$ cat src/rtl/f3_pd_checker_pd_prio_enc.sv
// Lowest-set-bit priority encoder: returns the index of the least significant
// asserted request and whether any request was present.
module pd_prio_enc #(
  parameter int W     = 16,
  parameter int IDX_W = 4
) (
  input  logic [W-1:0]     req_i,
  output logic [IDX_W-1:0] idx_o,
  output logic             found_o
);

  // Scanning from the top down lets the lowest set bit overwrite the rest.
  always_comb begin
    idx_o   = '0;
    found_o = 1'b0;
    for (int i = W - 1; i >= 0; i--) begin
      if (req_i[i]) begin
        idx_o   = IDX_W'(i);
        found_o = 1'b1;
      end
    end
  end

endmodule

$ cat config.mk
export PLATFORM = sky130hd
export DESIGN_NAME = pd_prio_enc
export DESIGN_NICKNAME = d
export VERILOG_FILES = /design/src/rtl/f3_pd_checker_pd_prio_enc.sv
export SDC_FILE = /design/constraint.sdc
export NUM_CORES = 1
export LEC_CHECK = 0
export ABC_AREA = 1
export CAP_MARGIN = 5
export CORE_AREA = 2 2 39 41
export DETAILED_ROUTE_END_ITERATION = 12
export DIE_AREA = 0 0 41 43
export PLACE_DENSITY = 0.48
export SLEW_MARGIN = 30
export SYNTH_ARGS = -nofsm -noshare
export SYNTH_HDL_FRONTEND = slang
export SYNTH_SLANG_ARGS = --single-unit
$ cat constraint.sdc
create_clock -name vclk -period 1.5
set_input_delay 0.45 -clock vclk [all_inputs]
set_output_delay 0.45 -clock vclk [all_outputs]
set_load 0.01 [all_outputs]
==> results of run 1 <==
synth_stat cells:
library cell	instances
a21oi_1	2
a21oi_2	1
inv_1	9
inv_2	6
nand2_1	15
nand3_1	5
nand4_1	1
nor2_1	5
nor3_1	3
nor4_1	1
or2_1	1
path summary, 6_finish.rpt:
| path | depth (start not counted) | endpoint | slack [ns] | from |
|---|---|---|---|---|
| worst max-delay path | 10 | idx_o[1] | -0.49 | req_i[14] |
| worst min-delay path | 4 | idx_o[0] | 1.30 | req_i[0] |
layer usage:
metal  share of wire  track usage
met4               0            0
met2            0.57        0.200
met5               0            0
met1            0.36        0.111
met3           0.070            0
layout make-up:
class,instances,area (um2),share of cell area
tap,16,20.0,0.0354
multi-input combinational,34,209,0.369
inverter,15,58.8,0.104
timing repair buffer,36,278,0.491
power groups by stage:
stage | clock network, W | registers, W | logic, W
floorplan | 0 | 0 | 0.0000396
global placement | 0 | 0 | 0.000114
detailed placement | 0 | 0 | 0.000114
CTS | 0 | 0 | 0.000114
global route | 0 | 0 | 0.000138
finish | 0 | 0 | 0.000125
cell families (layout without fill, tap and decap cells):
kind of cell / Yosys count / after routing / share of synthesized area
simple gates: 31 / 31 / 0.641
compound gates: 3 / 3 / 0.0898
buf+inv: 15 / 51 / 0.269
worst max-delay path, delay by kind of cell:
kind | cells | cell delay (ns)
and+or+nand+nor | 6 | 0.60
buffers and inverters | 3 | 0.35
AOI/OAI and AO/OA | 1 | 0.13
per-stage QoR:
stage / utilization / cells / instance area [um2] / setup TNS [ns] / setup WS, ns
after floorplan: - / 49 / 231 / -0.231 / -0.140
after global placement: 0.372 / 93 / 514 / -5.22 / -1.16
after detailed placement: 0.372 / 93 / 514 / -5.25 / -1.16
after CTS: 0.380 / 99 / 526 / -1.85 / -0.448
after global routing: 0.409 / 101 / 566 / -2.57 / -0.595
final: 0.409 / 101 / 566 / -2.12 / -0.495
repair_timing:
item	CTS	global route
pin swaps	19	21
resized for setup	72	6
endpoints found under the setup margin	5	5
gates cloned	0	0
buffers inserted	6	3
==> out/qor.yml, run 1 <==
power_and_ir_drop:
  internal_power_w: 0.0000697
  power.density_mw_per_mm2: 221
  swShare: 0.443
  power_w: 0.000125
  leakage_nw: 0.322
  clkPwrFrac: 0
  p_switching_w: 0.0000554
  ir_drop_mv: 0.0723
  power_frac_seq: 0
  power_frac_comb: 1.000
drt:
  drt_iter0_markers: 1
  ant_nets: 0
  drt_pre_antenna_iters: 2
  routedWlPerCell_um: 8.47
  drcViolationCount: 0
  via_per_inst: 4.10
  num_vias: 414
  wl_um: 855
floorplan:
  die_area_mm2: 0.00176
  initial_utilization: 0.151
  coreArea_mm2: 0.00138
  rows: 14
  die_width_um: 41
  io-pin-count: 21
  fp.dieH_um: 43
sta:
  holdWs_ns: 1.30
  hold_violations: 0
  finalSetupViolCount: 5
  tightest_slew_ns: 0.235
  final.setup.worst_slack_ns: -0.495
  clock.fmax_mhz: 501
  rsz0062_at_grt: "true"
  final.min_clock_period_ns: 1.99
  fin_crit_sh: 1.33
  slew_headroom: 0.842
  finalMaxSlewViolations: 0
layout:
  drive_above_1_share: 0.588
  fillers: 166
  mostFrequentLayoutCells: "13 x nand2_1, 13 x buf_4, 10 x buf_2, 9 x inv_2, 7 x dlygate4sd2_1"
  insertedDiodeCount: 0
  area_growth_pct: 171
  seq_cells: 0
  ff_latch_area_um2: 0
  fin_nets: 103
  clock_buffers: 0
setup_path:
  crit_chain: "buf_6, buf_4, or2_4, nand3_2, nand3_1, nand3_1, nand3_1, a21oi_1, nor3_1, buf_2"
  cp_data_required_time_ns: 1.05
  crit_arrival_ns: 1.54
  slowest_delay_ns: 0.25
  end_kind: "output pin"
  slowest_stage: "or2_4"
  critPathLaunchType: "input pin"
  path_class: "in2out"
  crit_top_cell: "nand3_1"
  critPathMaxFanout: 2
grt:
  grt_pass1_wl_um: 1320
  grt_overflow: 0
  grt.total_usage: 0.0989
  grt_antenna_before_repair: 0
  grt_pass1_vias: 389
  grt_max_degree: 4
placement:
  port-buffer-count: 21
  gp_congestion: 0.633
  hpwl_um: 569
synthesis:
  synth_warnings: 0
  synth_top_area_frac: 0.269
  ys_top_cells_by_area: "nand2_1 27%, inv_1 16%, nand3_1 12%"
  ys_seq_area_frac: 0
  syn-cell-area_um2: 209
  netlist_instances: 49
  syn_area_per_cell_um2: 4.26
  yosys.area.top_type: "nand2_1"
  synth_cell_types: 11
  synth_nets: 65
worst_hold_path:
  hp-class: "in2out"
status:
  run_status: "complete, but fails checks"
  violations: "negative setup slack"
clock_network:
  cts_hold_buf: 0
run:
  drv_cap: 0
Power figures use the tool's default switching activity.
==> run 2: changes to the inputs <==
SLEW_MARGIN = 20   (was 30)
==> results of run 2 <==
Final layout, timing and power as in run 1 (identical DEF).
